--- config.mk ---
export PLATFORM = sky130hd
export DESIGN_NAME = am_sample_fifo
export DESIGN_NICKNAME = d
export VERILOG_FILES = /design/src/rtl/am_sample_fifo.sv
export SDC_FILE = /design/constraint.sdc
export NUM_CORES = 1
export LEC_CHECK = 0
export CAP_MARGIN = 20
export CORE_MARGIN = 4
export CORE_UTILIZATION = 50
export CTS_BUF_LIST = sky130_fd_sc_hd__clkbuf_8
export CTS_CLUSTER_DIAMETER = 120
export DETAILED_ROUTE_END_ITERATION = 8
export HOLD_SLACK_MARGIN = 0.03
export PLACE_DENSITY_LB_ADDON = 0.08
export SYNTH_ARGS = -nofsm -noshare
export SYNTH_HDL_FRONTEND = slang
export SYNTH_SLANG_ARGS = --single-unit
--- constraint.sdc ---
create_clock -name clk -period 5.15 [get_ports clk]
set_clock_uncertainty 0.05 [all_clocks]
set_input_delay 0.515 -clock clk [delete_from_list [all_inputs] [get_ports clk]]
set_output_delay 0.515 -clock clk [all_outputs]
set_load 0.02 [all_outputs]
--- src/rtl/am_sample_fifo.sv ---
// Purpose: first-word-fall-through sample buffer feeding the AM PWM modulator, with
//          fill level, almost-full back-pressure and sticky overflow/underflow flags.
// Latency: 1 clock write-to-read; head word on `sample` combinationally while !empty.
// Backpressure: writes while full are dropped (sets overflow); reads while empty ignored (sets underflow).
//
// Ports: clk, rst (async active-low), clear (sync flush), din/write (source side),
//        sample/empty/read (modulator side), full, almost_full, level, overflow, underflow.
module am_sample_fifo #(
    parameter int ADDR_WIDTH        = 4,
    parameter int DATA_WIDTH        = 8,
    parameter int ALMOST_FULL_LEVEL = 12
) (
    input  logic                  clk,
    input  logic                  rst,
    input  logic                  clear,
    input  logic [DATA_WIDTH-1:0] din,
    input  logic                  write,
    output logic                  full,
    output logic                  almost_full,
    output logic [DATA_WIDTH-1:0] sample,
    output logic                  empty,
    input  logic                  read,
    output logic [ADDR_WIDTH:0]   level,
    output logic                  overflow,
    output logic                  underflow
);

    localparam int DEPTH = 1 << ADDR_WIDTH;

    logic [ADDR_WIDTH:0]   wr_ptr_q, wr_ptr_d;
    logic [ADDR_WIDTH:0]   rd_ptr_q, rd_ptr_d;
    logic                  overflow_q, overflow_d;
    logic                  underflow_q, underflow_d;
    logic [DATA_WIDTH-1:0] mem_q [DEPTH];

    logic wr_en;
    logic rd_en;

    // Flags decode straight from the registered pointers; MSB is the wrap bit.
    always_comb begin
        empty       = (wr_ptr_q == rd_ptr_q);
        full        = (wr_ptr_q[ADDR_WIDTH-1:0] == rd_ptr_q[ADDR_WIDTH-1:0]) &&
                      (wr_ptr_q[ADDR_WIDTH] != rd_ptr_q[ADDR_WIDTH]);
        level       = wr_ptr_q - rd_ptr_q;
        almost_full = (level >= (ADDR_WIDTH+1)'(ALMOST_FULL_LEVEL));
        sample      = empty ? '0 : mem_q[rd_ptr_q[ADDR_WIDTH-1:0]];
        overflow    = overflow_q;
        underflow   = underflow_q;
    end

    // Clear swallows any strobe in its cycle, so nothing is accepted and no flag is set.
    always_comb begin
        wr_en       = write && !full && !clear;
        rd_en       = read && !empty && !clear;
        wr_ptr_d    = wr_ptr_q;
        rd_ptr_d    = rd_ptr_q;
        overflow_d  = overflow_q;
        underflow_d = underflow_q;
        if (clear) begin
            wr_ptr_d    = '0;
            rd_ptr_d    = '0;
            overflow_d  = 1'b0;
            underflow_d = 1'b0;
        end else begin
            if (wr_en) wr_ptr_d = wr_ptr_q + 1'b1;
            if (rd_en) rd_ptr_d = rd_ptr_q + 1'b1;
            // Flag decisions use the pre-edge full/empty: a same-cycle read never
            // makes room for a write, and a same-cycle write never feeds a read.
            if (write && full)  overflow_d  = 1'b1;
            if (read  && empty) underflow_d = 1'b1;
        end
    end

    always_ff @(posedge clk or negedge rst) begin
        if (!rst) begin
            wr_ptr_q    <= '0;
            rd_ptr_q    <= '0;
            overflow_q  <= 1'b0;
            underflow_q <= 1'b0;
        end else begin
            wr_ptr_q    <= wr_ptr_d;
            rd_ptr_q    <= rd_ptr_d;
            overflow_q  <= overflow_d;
            underflow_q <= underflow_d;
        end
    end

    // Storage is not reset; stale words are hidden because empty forces sample to 0.
    always_ff @(posedge clk) begin
        if (wr_en) mem_q[wr_ptr_q[ADDR_WIDTH-1:0]] <= din;
    end

endmodule

==> results of run 1 <==
layer usage:
layer | vias to the layer above | track usage [%] | routed length, um
met5 | - | 0 | 0
met4 | 0 | 7.87 | 238
met3 | 16 | 4.66 | 678
met2 | 85 | 28.5 | 5610
met1 | 1536 | 27.4 | 5370
li1 | 1348 | - | -
worst max-delay path, cell delays in order, from the launching register on:
cell and delay (ps):
dfrtp_1 940, clkinv_2 460, ha_1 450, nand4_1 260, nor2_1 70, buf_4 200
a211oi_1 230, clkdlybuf4s50_1 660
synth_stat cells, types with 2 or more instances:
cell / n / area (sq um)
edfxtp_1: 128 / 3840
mux4_2: 27 / 608
nor2_1: 25 / 93.8
nand2_1: 21 / 78.8
dfrtp_1: 12 / 300
mux2i_1: 10 / 100
ha_1: 9 / 113
and3_1: 8 / 50.1
xnor2_1: 7 / 61.3
a211oi_1: 6 / 45.0
a21oi_1: 6 / 30.0
inv_1: 5 / 18.8
mux4_1: 5 / 131
a211oi_2: 4 / 50.1
nand4_1: 4 / 25.0
nor3_1: 4 / 20.0
o21ai_0: 4 / 20.0
buf_2: 3 / 15.0
buf_6: 3 / 33.8
clkbuf_1: 3 / 11.3
clkbuf_8: 3 / 41.3
xor2_1: 3 / 26.3
buf_12: 2 / 40.0
clkinv_1: 2 / 7.51
nand2b_1: 2 / 12.5
o211ai_1: 2 / 15.0
or3_1: 2 / 12.5
cells by family after synthesis:
family / Yosys count / synth area share (%)
muxes: 42 / 14.2
adders and majority gates: 10 / 2.25
xor gates and xnor gates: 11 / 1.76
buffers and inverters: 22 / 2.93
and+or+nand+nor: 70 / 5.41
AOI/OAI and AO/OA: 25 / 3.12
DFF: 140 / 70.3
layout make-up:
cell class | count | area (sq um) | area share [%]
multi-input cells | 158 | 1580 | 23.6
inverters | 8 | 31.3 | 0.468
well taps | 143 | 179 | 2.68
clock buffers | 17 | 234 | 3.50
flip-flops and latches | 140 | 4150 | 62.1
repair buffers | 37 | 353 | 5.28
clock inverters | 15 | 156 | 2.34
stage by stage:
stage | std cells | util (%) | area [sq um] | power (W) | hold WS [ps]
2_1_floorplan | 320 | - | 5900 | 0.00164 | 169
3_3_place_gp | 486 | 54.8 | 6290 | 0.00180 | 433
3_5_place_dp | 486 | 54.8 | 6290 | 0.00180 | 442
4_1_cts | 518 | 58.2 | 6680 | 0.00267 | 379
5_1_grt | 518 | 58.2 | 6680 | 0.00275 | 419
6_report | 518 | 58.2 | 6680 | 0.00264 | 399
power by group:
group | leakage, nW | total (W) | switching (W) | internal [W]
logic | 0.717 | 0.000493 | 0.000256 | 0.000237
clock network | 0.186 | 0.000865 | 0.000398 | 0.000467
registers | 1.32 | 0.00128 | 0.0000258 | 0.00125
total | 2.22 | 0.00264 | 0.000680 | 0.00196
state kept, by name, indices dropped and copies added (netlist names):
signal     cells
overflow       1
mem_q        128
underflow      1
rd_ptr_q       5
wr_ptr_q       5
worst paths after layout:
kind / end / slack, ps / cells after the start
max: sample[7] / 880 / 7
min: wr_ptr_q[4]$_DFFE_PN0P_ / 400 / 1
max reg2reg: mem_q[5][3]$_DFFE_PP_ / 1250 / 6
min reg2reg: underflow$_DFFE_PN0P_ / 450 / 2
max in group asynchronous: rd_ptr_q[0]$_DFFE_PN0P_ / 4230 / 1
min in group clk: underflow$_DFFE_PN0P_ / 450 / 2
==> metrics, run 1 <==
final-report max-slew violation count 0; DR iter-0 viols 190; Fin. Hold Viols 0; first-pass GRT wire length 17.9 mm; clk_lat worst skew 440 ps; r2r startpoint rd_ptr_q[3]$_DFFE_PN0P_; Inserted Diodes 0; Slew @ Worst Pin 913 ps; Max clock buf depth 2; Async SR Flop Fraction 8.57%; minimum clock period 4270 ps; Die Wd 117 um; row cnt 39; Syn Area/Cell 18.4 sq um; Final setup viols 0; run status completed; RSZ-0062 raised after global routing no; Initial Utilization 51.4%; largest net degree at the start of global routing 28; Nets 385; WP data arrival 3710 ps; pwr dens 395 nW/um^2; ys flop type edfxtp_1; Via density 5.76; CP startpoint kind register; post_cts resized 0; CTS tree yes; die height 117 um; CTS Hold Buffers Added 0; Hold Crit Class primary input to asynchronous set/reset pin; Static Leak 2.22 nW; Syn-to-layout area delta 13.3%; Seq cells post-synth 140; synth warn 0; post-synthesis net count 343; Port Buffers 30; H-tree depth 4; vias in the first global route 2950; GRT Resource Usage Total 19.1%; Unique masters post-synth 37; Fill cells 889; max-cap violations 0; via count 2985; # Post-CTS Setup Buffers 0; Req. time, crit path 4590 ps; share of post-route cells with drive strength above 1 18.1%; Final Worst Setup Slack 876 ps; placer congestion estimate 0.750; Routed WL per cell 23.0 um; CTS Root Buffer Type clkbuf_8; Die ar. 13600 sq um; Fmax achieved 234 MHz; final clock period utilization by the worst path 83.0%; critical path startpoint rd_ptr_q[3]$_DFFE_PN0P_; TritonCTS buffer count 17; HPWL after DPL 7.72 mm; core area 11500 sq um; Routed WL 11.9 mm; worst IR drop on VDD 0.237 mV; ANT nets after route 0; Ports 31; post-synthesis sequential area ratio 70.3%; pre-CTS WS 1170 ps; initial antenna violation count 0; number of enable flip-flop cells after synthesis 128; Pre-Repair DR Iteration Count 4; clock sink total 140; CP Max Fanout 20; drt drc 0; slew margin rel. 39.2%; commonest non-fill, non-tap cell in the layout edfxtp_1; gr ovfl total 0; most frequent cells in the layout edfxtp_1, clkdlybuf4s50_1, mux4_2; Cells after Synth 320; critical setup path kind register to output port; clk slew on worst S/H paths 70 ps; CP Capture Type output port; Setup TNS 0 ps; synthesized area 5900 sq um
No activity file was read; power rests on OpenSTA's default activity.
==> run 2, diff against run 1 <==
clock period = 3.65 ns   (was 5.15 ns; I/O delays follow)
==> run 2 against run 1 <==
Effect of this change:
- combinational power rose by 46%
- first-iteration DRC count up 7.9%
- global-route usage rose by 0.13 points
- critical path depth rose by 1
- sequential share of layout area decreased by 1.9 points
- via count grew 1.4%
- largest power group unchanged
- highest routed layer unchanged
==> metrics, run 2 (synthesized netlist as in run 1, its figures left out) <==
run status completed; TritonCTS buffer count 17; Syn-to-layout area delta 16.8%; Max clock buf depth 2; r2r setup slk 900 ps; CP Max Fanout 12; M1 GR Usage 28.8%; worst IR drop on VDD 0.346 mV; final-report max-slew violation count 0; number of flip-flops in the largest register 128; placer congestion estimate 0.890; Inserted Diodes 0; WP data arrival 3010 ps; final design utilization 60.0%; Final setup viols 0; drt drc 0; Routed WL per cell 22.3 um; Nets 402; Req. time, crit path 3230 ps; Routed WL 11.9 mm; # Post-CTS Setup Buffers 0; slew margin rel. 53.2%; clock sink total 140; commonest non-fill, non-tap cell in the layout edfxtp_1; die height 117 um; CP startpoint kind register; CTS Hold Buffers Added 0; Slew @ Worst Pin 701 ps; RSZ-0062 raised after global routing no; row cnt 39; CP max stage delay 610 ps; Fin. Hold Viols 0; GRT Resource Usage Total 19.3%; critical setup path kind register to output port; first-pass GRT wire length 18.3 mm; CTS Root Buffer Type clkbuf_8; ANT nets after route 0; CP Capture Type output port; HPWL after DPL 7.91 mm; pwr dens 568 nW/um^2; vias in the first global route 2987; core area 11500 sq um; Die ar. 13600 sq um; Setup TNS 0 ps; clk slew on worst S/H paths 80 ps; Fill cells 874; Cell Chain, Critical Path ha_1, inv_1, fa_1, a21o_1, a21oi_1, xnor2_1, a31o_2, clkdlybuf4s50_1; Pre-Repair DR Iteration Count 4; met2 Use GR 27.5%; Fmax achieved 292 MHz; minimum clock period 3430 ps; Hold Crit Class primary input to asynchronous set/reset pin; Initial Utilization 51.4%; max-cap violations 0; most frequent cells in the layout edfxtp_1, clkdlybuf4s50_1, mux4_2; initial antenna violation count 0; gr ovfl total 0; largest net degree at the start of global routing 28; share of post-route cells with drive strength above 1 23.5%; worst hold margin 252 ps; Port Buffers 30; Ports 31; Slowest-stage cell, CP dfrtp_2; CTS tree yes; Final Non-Filler Cells 535; Static Leak 2.35 nW; final clock period utilization by the worst path 93.9%; clk_lat worst skew 440 ps; Via density 5.66; placed instance count 503; H-tree depth 4; Die Wd 117 um; Final Worst Setup Slack 224 ps; gr busiest metal met1; via count 3027; DR iter-0 viols 205; met3 Resource Use GR 4.30%; pre-CTS WS 667 ps
[run 2: changes by cell type in the layout (fill, tap and decap cells not counted), sizes merged]
cell      before  now
clkinvlp       4    3
bufinv         3    5
buf            7   24
inv            6    5
[run 2: worst paths after layout]
| path | to | cells after the start | from |
|---|---|---|---|
| max | almost_full | 8 | rd_ptr_q[0]$_DFFE_PN0P_ |
| min | underflow$_DFFE_PN0P_ | 1 | rst |
| max reg2reg | mem_q[1][7]$_DFFE_PP_ | 7 | rd_ptr_q[1]$_DFFE_PN0P_ |
| min reg2reg | overflow$_DFFE_PN0P_ | 2 | overflow$_DFFE_PN0P_ |
| max in group asynchronous | rd_ptr_q[0]$_DFFE_PN0P_ | 1 | rst |
| min in group clk | overflow$_DFFE_PN0P_ | 2 | overflow$_DFFE_PN0P_ |
[run 2: per-layer routing]
| layer | up-vias | wire (um) |
|---|---|---|
| li1 | 1387 | - |
| met1 | 1546 | 5710 |
| met2 | 78 | 5430 |
| met3 | 16 | 607 |
| met4 | 0 | 198 |
| met5 | - | 0 |
[run 2: worst max-delay path, delay by kind of cell (launching register included)]
family	cells	cell delay [ps]
xor gates and xnor gates	1	170
adders and majority gates	2	640
DFF	1	610
AOI/OAI and AO/OA	3	500
buffers and inverters	2	640
[run 2: layout make-up]
| type | instances | area, sq um | share of cell area (%) |
|---|---|---|---|
| multi-input combinational | 158 | 1580 | 22.9 |
| clock buffer | 17 | 234 | 3.40 |
| inverter | 8 | 31.3 | 0.454 |
| timing repair buffer | 54 | 493 | 7.16 |
| tap | 143 | 179 | 2.60 |
| sequential | 140 | 4150 | 60.2 |
| clock inverter | 15 | 223 | 3.23 |
[run 2: per-stage QoR]
step | cell area, sq um | total power [W]
floorplan | 5900 | 0.00232
global route | 6890 | 0.00408
global placement | 6430 | 0.00256
detailed placement | 6430 | 0.00257
CTS | 6880 | 0.00397
finish | 6890 | 0.00391
[run 2: power breakdown]
group / leakage [nW] / internal, W / switching (W) / total [W]
clock network: 0.222 / 0.000812 / 0.000577 / 0.00139
logic: 0.811 / 0.000352 / 0.000369 / 0.000721
registers: 1.31 / 0.00177 / 0.0000294 / 0.00180
[run 2: what timing repair did]
action	4_1_cts	5_1_grt
gates resized for setup	0	1
setup endpoints to repair	0	7
hold endpoints to repair	0	0
==> run 3, diff against run 2 <==
ABC_AREA = 1   (was not set)
==> run 3 against run 2 <==
Effect of this change:
- clock power fell by 11%
- cell count increased by 65%
- global-route usage up 2.2 points
- combinational power is 2% higher
- count of clock-buffer cells in the layout is the same
- synthesized cell count up 100%
- routed wire length increased by 22%
- maximum frequency rose by 0.96%
- flip-flop and latch count is the same
- cell area rose by 6.9%
- first-iteration DRC count is 66% higher
- critical path type unchanged
- critical endpoint is now sample[0]
- highest routed layer unchanged
==> metrics, run 3 <==
run status completed; top layer reached by signal wires met4; Routed WL 14.6 mm; row cnt 41; synthesized area 6450 sq um; Nets 720; Fmax achieved 295 MHz; slew margin rel. 43.4%; Hold Crit Class primary input to asynchronous set/reset pin; CP Capture Type output port; die height 122 um; TritonCTS buffer count 17; r2r setup slk 870 ps; worst hold margin 259 ps; worst IR drop on VDD 0.315 mV; synth warn 0; wire length on met3 728 um; final clock period utilization by the worst path 93.0%; CTS tree yes; vias in the first global route 4410; most frequent cells in the layout nand2_1, edfxtp_1, inv_1; Static Leak 3.16 nW; clk slew on worst S/H paths 70 ps; clk_lat worst skew 440 ps; Max clock buf depth 2; critical setup path kind register to output port; CP Max Fanout 25; core area 12600 sq um; post-synthesis sequential area ratio 64.3%; HPWL after DPL 9.55 mm; Pre-Repair DR Iteration Count 6; ys flop type edfxtp_1; placer congestion estimate 0.879; GRT Resource Usage Total 21.5%; post-synthesis net count 677; Cells after Synth 654; WP data arrival 2980 ps; RSZ-0062 raised after global routing no; worst r2r path cells 8; minimum clock period 3390 ps; drt drc 0; share of post-route cells with drive strength above 1 8.87%; Initial Utilization 51.1%; # Post-CTS Setup Buffers 0; Final setup viols 0; first-pass GRT wire length 23.6 mm; r2r startpoint rd_ptr_q[0]$_DFFE_PN0P_; Commonest cells post-synth nand2_1, edfxtp_1, inv_1, nand3_1, nor2_1; gr ovfl total 0; Routed WL per cell 16.6 um; Inserted Diodes 0; Die Wd 122 um; H-tree depth 4; Req. time, crit path 3230 ps; Fin. Hold Viols 0; via count 4465; Setup TNS 0 ps; initial antenna violation count 0; Syn-to-layout area delta 14.2%; Syn Area/Cell 9.86 sq um; CTS Root Buffer Type clkbuf_8; met2 wire len 7.17 mm; clock sink total 140; dominant cells by area after synthesis edfxtp_1, nand2_1, inv_1, nand3_1, dfrtp_1; final-report max-slew violation count 0; Slew @ Worst Pin 846 ps; Unique masters post-synth 31; ANT nets after route 0; Die ar. 14800 sq um; number of enable flip-flop cells after synthesis 128; max-cap violations 0; post-synth top area cell edfxtp_1; FF-to-FF End mem_q[5][7]$_DFFE_PP_; commonest non-fill, non-tap cell in the layout nand2_1; M1 WL 6.57 mm; pwr dens 512 nW/um^2; CP startpoint kind register; Seq cells post-synth 140; largest net degree at the start of global routing 45; Port Buffers 30; Via density 5.06; number of flip-flops in the largest register 128; Ports 31; DR iter-0 viols 340; Async SR Flop Fraction 8.57%; most frequent cell after synthesis nand2_1; share of the synthesized area in the top cell type 59.6%
-- run 3: per-stage QoR --
step                total power [W]  utilization [%]  setup slack, ps  instance area (sq um)  instances
floorplan                   0.00230                -             1020                   6450        654
global placement            0.00255             55.2              700                   6960        850
detailed placement          0.00256             55.2              671                   6960        850
CTS                         0.00380             58.3              161                   7360        882
global route                0.00395             58.3             33.1                   7360        882
finish                      0.00377             58.3              257                   7360        882
-- run 3: cells by family after synthesis --
logic type / share of synthesized area (%)
flip-flops: 64.3
AO/OA/AOI/OAI: 2.06
XOR/XNOR: 1.07
AND/OR/NAND/NOR: 21.9
buffers and inverters: 8.63
adder cells (fa/ha/maj): 2.06
-- run 3: timing repair --
action / in CTS / in global routing
setup endpoints to repair: 0 / 7
hold buffers: 0 / 0
resized for setup: 0 / 2
-- run 3: power by group --
group          switching (W)  internal [W]  leakage [nW]
logic               0.000467      0.000267          1.64
clock network       0.000575      0.000662         0.206
registers          0.0000286       0.00177          1.32
-- run 3: how the worst max path moves through the flow --
stage | endpoint | slack (ps) | depth (start not counted) | startpoint
after floorplan | mem_q[7][0]$_DFFE_PP_ | 1020 | 11 | rd_ptr_q[1]$_DFFE_PN0P_
after CTS | empty | 160 | 8 | rd_ptr_q[2]$_DFFE_PN0P_
after detailed placement | empty | 670 | 8 | rd_ptr_q[2]$_DFFE_PN0P_
after global placement | sample[0] | 700 | 10 | rd_ptr_q[0]$_DFFE_PN0P_
final | sample[0] | 260 | 10 | rd_ptr_q[0]$_DFFE_PN0P_
after global routing | sample[0] | 30 | 10 | rd_ptr_q[0]$_DFFE_PN0P_
-- run 3: worst max-delay path: stages, from the launching register on --
cell,delay (ps)
dfrtp_2,680
inv_2,280
buf_4,280
nand2_1,70
nand3_1,70
nand2_1,90
nand2_1,70
nand2_1,110
inv_1,60
a21oi_1,180
clkdlybuf4s50_1,640
-- run 3: layer usage --
metal	vias up	GRT usage, %
li1	2179	-
met1	2147	28.6
met2	126	35.1
met3	13	4.32
met4	0	7.77
met5	-	0
-- run 3: layout make-up --
class | count | area (sq um)
fillers | 1134 | 5260
inverters | 108 | 409
well taps | 172 | 215
multi-input cells | 382 | 1750
clock buffers | 17 | 234
flip-flops and latches | 140 | 4150
clock inverters | 15 | 160
repair buffers | 48 | 448
==> RTL change 1, RTL diff (settings of run 3) <==
The parameter `DATA_WIDTH` goes from 8 to 10.
--- a/src/rtl/am_sample_fifo.sv
+++ b/src/rtl/am_sample_fifo.sv
@@ -7,7 +7,7 @@
 //        sample/empty/read (modulator side), full, almost_full, level, overflow, underflow.
 module am_sample_fifo #(
     parameter int ADDR_WIDTH        = 4,
-    parameter int DATA_WIDTH        = 8,
+    parameter int DATA_WIDTH        = 10,
     parameter int ALMOST_FULL_LEVEL = 12
 ) (
     input  logic                  clk,
Ports: changed (resized din and sample); port bits go from 31 to 35. The function was not compared with the original's and may differ.
==> RTL change 1 against run 3 <==
- final area grew 21%
- worst setup slack gained 0.049 ns
- wire length grew 23%
- global-route usage shrank 0.64 points
- combinational power grew 20%
- sequential share of layout area grew 1.1 points
- area after synthesis grew 22%
- cell count grew 20%
- sequential cell count grew 32
- critical path depth shrank 2
- power grew 15%
- sequential power grew 22%
- largest cell class unchanged
- highest routed layer unchanged
==> RTL change 1: results (changes against run 3) <==
| Metric | Value |
|---|---|
| Clock-pin slew on the worst setup and hold paths | `0.09 ns (+0.02 ns)` |
| Layout cells sized above 1 | `8.81% (-0.060 points)` |
| VDD IR-drop max | `0.295 mV (-6.2%)` |
| Register area share after synthesis | `65.1% (+0.85 points)` |
| Leak | `3.85 nW (+22%)` |
| Resized cells post-CTS | `0 (unchanged)` |
| Critical-path top delay cell | `clkdlybuf4s50_1` |
| Final nets | `864 (+20%)` |
| Clk_lat worst skew | `~0.45 ns` |
| Xor/xnor share of the synthesized area | `0.878% (-0.19 points)` |
| Worst-path fanout max | `46 (+84%)` |
| Worst hold path type | `in -> async` |
| Initial antenna violation count | `0 (unchanged)` |
| Final setup vio count | `0 (unchanged)` |
| Drt total wl | `17.9 mm (+23%)` |
| Asr flop ratio synth | `6.98% (-1.6 points)` |
| CTS Buf Count | `17 (unchanged)` |
| Syn Nets | `813 (+20%)` |
| Port bufs | `34 (+13%)` |
| NetSw | `1.25 mW (+17%)` |
| Status | `finished, final reports clean` |
| First-pass GRT wire length | `28.0 mm (+19%)` |
| Crit path DAT | `2.93 ns (-0.05 ns)` |
| Final non-filler cell total | `1062 (+20%)` |
| Number of global-route vias before repair | `5136 (+16%)` |
| GP Congestion | `0.862 (-1.9%)` |
| Synthesis Warnings | `0 (unchanged)` |
| Adder-cell share of the synthesized area | `1.69% (-0.36 points)` |
| Reg2reg path depth | `11 (+3)` |
| Initial DRC count | `412 (+21%)` |
| Max stage delay on crit path | `0.66 ns (-0.02 ns)` |
| Placed Cells incl. Taps | `1031 (+21%)` |
| Fraction of the mapped netlist area in compound gates | `1.96% (-0.094 points)` |
| Post-synth cell types | `30 (-3.2%)` |
| Drt pass-1 iters | `6 (unchanged)` |
| Largest net degree at the start of global routing | `55 (+22%)` |
| Root Driver | `clkbuf_8` |
| Post-synth EDFFs | `160 (+25%)` |
| Ys flop type | `edfxtp_1` |
| # Post-CTS Setup Buffers | `0 (unchanged)` |
| Slew HR | `53.0% (+9.6 points)` |
| Mux contribution to synthesized area | `0% (unchanged)` |
| Number of flip-flops in the largest register | `160 (+25%)` |
| CTS Buffer Depth | `2 (unchanged)` |
| Antenna cells | `0 (unchanged)` |
| Total number of vias | `5361 (+20%)` |
| Synth top area cells | `edfxtp_1 61%, nand2_1 14%, inv_1 6.0%` |
| Critical R2R Launch | `rd_ptr_q[2]` |
| Mapped Cells | `788 (+20%)` |
| Endpoint of the worst-slack reg-to-reg timing path | `mem_q[7][7]` |
| Synth cell count leaders | `286 x nand2_1, 160 x edfxtp_1, 126 x inv_1` |
| GRT Resource Usage Total | `20.8% (-0.64 points)` |
| # H-tree levels | `4 (unchanged)` |
| Final HPWL DP | `11.5 mm (+21%)` |
| Worst R2R Setup Slack | `1.05 ns (+0.18 ns)` |
## RTL change 1: cell families after synthesis
logic type	after synthesis
XOR/XNOR	7
AND/OR/NAND/NOR	411
AO/OA/AOI/OAI	26
buffers and inverters	162
flip-flops	172
adder cells (fa/ha/maj)	10
## RTL change 1: how the worst max path moves through the flow
stage / depth (start not counted) / end / startpoint / slack, ns
global route: 8 / sample[8] / rd_ptr_q[0] / 0.12
CTS: 8 / sample[8] / rd_ptr_q[0] / 0.30
global placement: 8 / sample[3] / rd_ptr_q[0] / 0.83
floorplan: 11 / mem_q[7][0] / rd_ptr_q[2] / 0.79
detailed placement: 8 / sample[8] / rd_ptr_q[0] / 0.82
finish: 8 / sample[8] / rd_ptr_q[0] / 0.31
## RTL change 1: power groups by stage
stage	clock [mW]	sequential, mW	combinational [mW]
floorplan	0	2.23	0.569
global placement	0	2.24	0.871
detailed placement	0	2.24	0.878
CTS	1.28	2.20	0.882
global route	1.37	2.20	0.963
finish	1.26	2.20	0.877
## RTL change 1: worst max-delay path, delay by kind of cell, from the launching register on
| kind | cells | cell delay, ns |
|---|---|---|
| simple gates | 5 | 0.43 |
| flops | 1 | 0.62 |
| compound gates | 1 | 0.24 |
| buf+inv | 2 | 1.17 |
## RTL change 1: metal layers
layer | up-vias | track usage (%) | share of wire [%]
li1 | 2612 | - | -
met1 | 2556 | 28.5 | 45
met2 | 161 | 33.7 | 48
met3 | 32 | 4.19 | 5.6
met4 | 0 | 6.74 | 1.7
met5 | - | 0 | 0
## RTL change 1: through the flow
step	instance area (sq um)	hold WS, ns	worst slack [ns]
floorplan	7840	0.0194	0.789
finish	8890	0.228	0.306
detailed placement	8530	0.468	0.815
global route	8890	0.267	0.123
global placement	8530	0.458	0.831
CTS	8890	0.222	0.300
## RTL change 1: area by class of cell
type / instances / area [sq um]
clock inverters: 14 / 131
flip-flops and latches: 172 / 5110
repair buffers: 64 / 578
well taps: 211 / 264
multi-input cells: 454 / 2090
clock buffers: 17 / 234
fillers: 1318 / 6370
inverters: 130 / 493
==> RTL change 2, RTL diff (settings of run 3) <==
Made on the original files. Make the reset (`rst`) synchronous in one clocked block. Comments in the files are not updated.
--- a/src/rtl/am_sample_fifo.sv
+++ b/src/rtl/am_sample_fifo.sv
@@ -71,7 +71,7 @@
         end
     end
 
-    always_ff @(posedge clk or negedge rst) begin
+    always_ff @(posedge clk) begin
         if (!rst) begin
             wr_ptr_q    <= '0;
             rd_ptr_q    <= '0;
Behaviour: differs if rst is asserted again (counterexample within 4 cycles, from zero or initial values and one cycle with rst low); with rst held inactive, the same outputs for 4 cycles.
==> RTL change 2 against run 3 <==
- sequential cell count rose by 4
- non-clock buffer count down 12
- first-iteration DRC count rose by 9.7%
- worst setup slack improved by 0.24 ns
- wire length is 0.97% lower
- via count fell by 8.5%
- area after synthesis decreased by 5.4%
- sequential share of layout area rose by 4.6 points
- final area decreased by 7.2%
Power is not compared: it rests on default switching activity, and its combinational part moved more than twofold at a synthesized area within 25%.
==> RTL change 2: results (changes against run 3) <==
| Metric | Value |
|---|---|
| Post-synth cell types | `25 (-19%)` |
| Multi-input gate area | `1690 sq um (-3.2%)` |
| First-pass GRT wire length | `23.0 mm (-2.5%)` |
| Adder-cell share of the synthesized area | `2.17% (+0.12 points)` |
| Worst hold slack | `0.422 ns (+0.162 ns)` |
| Post-Place Worst Slack | `0.925 ns (+0.254 ns)` |
| Critical-path top delay cell | `clkdlybuf4s50_1` |
| CP Capture Point | `sample[2]` |
| Synthesized area per cell | `11.0 sq um (+12%)` |
| Syn Nets | `576 (-15%)` |
| GRT Resource Usage Total | `21.8% (+0.31 points)` |
| Critical R2R Launch | `wr_ptr_q[2]` |
| Synth top area cells | `edfxtp_1 63%, nand2_1 11%, nand3_1 8.4%` |
| Synth cell count leaders | `181 x nand2_1, 128 x edfxtp_1, 103 x nand3_1` |
| Worst R2R Setup Slack | `0.97 ns (+0.10 ns)` |
| GP Congestion | `0.863 (-1.8%)` |
| Largest net degree at the start of global routing | `40 (-11%)` |
| Placed Cells incl. Taps | `711 (-16%)` |
| Final non-filler cell total | `742 (-16%)` |
| Crit path DAT | `2.74 ns (-0.24 ns)` |
| Vias per std cell | `5.51 (+8.8%)` |
| Endpoint of the worst-slack reg-to-reg timing path | `mem_q[10][2]` |
| Number of global-route vias before repair | `3917 (-11%)` |
| Register area share after synthesis | `68.2% (+4.0 points)` |
| Xor/xnor share of the synthesized area | `1.15% (+0.081 points)` |
| WL/cell | `19.5 microns (+18%)` |
| Final nets | `606 (-16%)` |
| Status | `finished, final reports clean` |
| Max stage delay on crit path | `0.65 ns (-0.03 ns)` |
| Worst-margin pin slew | `1.07 ns (+0.224 ns)` |
| Drt pass-1 iters | `5 (-1)` |
| Initial DRC count | `373 (+9.7%)` |
| Final HPWL DP | `9.54 mm (about the same)` |
## RTL change 2: cell types whose count changed after synthesis, sizes merged, moves of 2 or more
cell	delta
o21a	+2
inv	-81
nand2	-54
a21oi	+6
nor2	+3
dfrtp	-12
nand3	+29
nor3	-3
o21ai	-3
clkinv	-4
dfxtp	+16
## RTL change 2: layout make-up
cell class	instances	area share [%]
flip-flops and latches	144	60.9
inverters	23	1.26
multi-input cells	361	24.8
repair buffers	36	5.05
clock inverters	14	1.85
well taps	147	2.69
clock buffers	17	3.42
## RTL change 2: metal layers
| metal | share of wire (%) | wire length (microns) | GRT usage [%] |
|---|---|---|---|
| met2 | 45 | 6530 | 31.8 |
| met5 | 0 | 0 | 0 |
| met1 | 47 | 6780 | 32.4 |
| met4 | 1.2 | 170 | 5.72 |
| met3 | 6.9 | 996 | 5.84 |
## RTL change 2: report_power, final
group          switching (mW)  total [mW]  internal, mW
logic                  0.0923       0.137        0.0449
clock network           0.571        1.16         0.589
registers             0.00378        1.80          1.80
total                   0.667        3.10          2.43
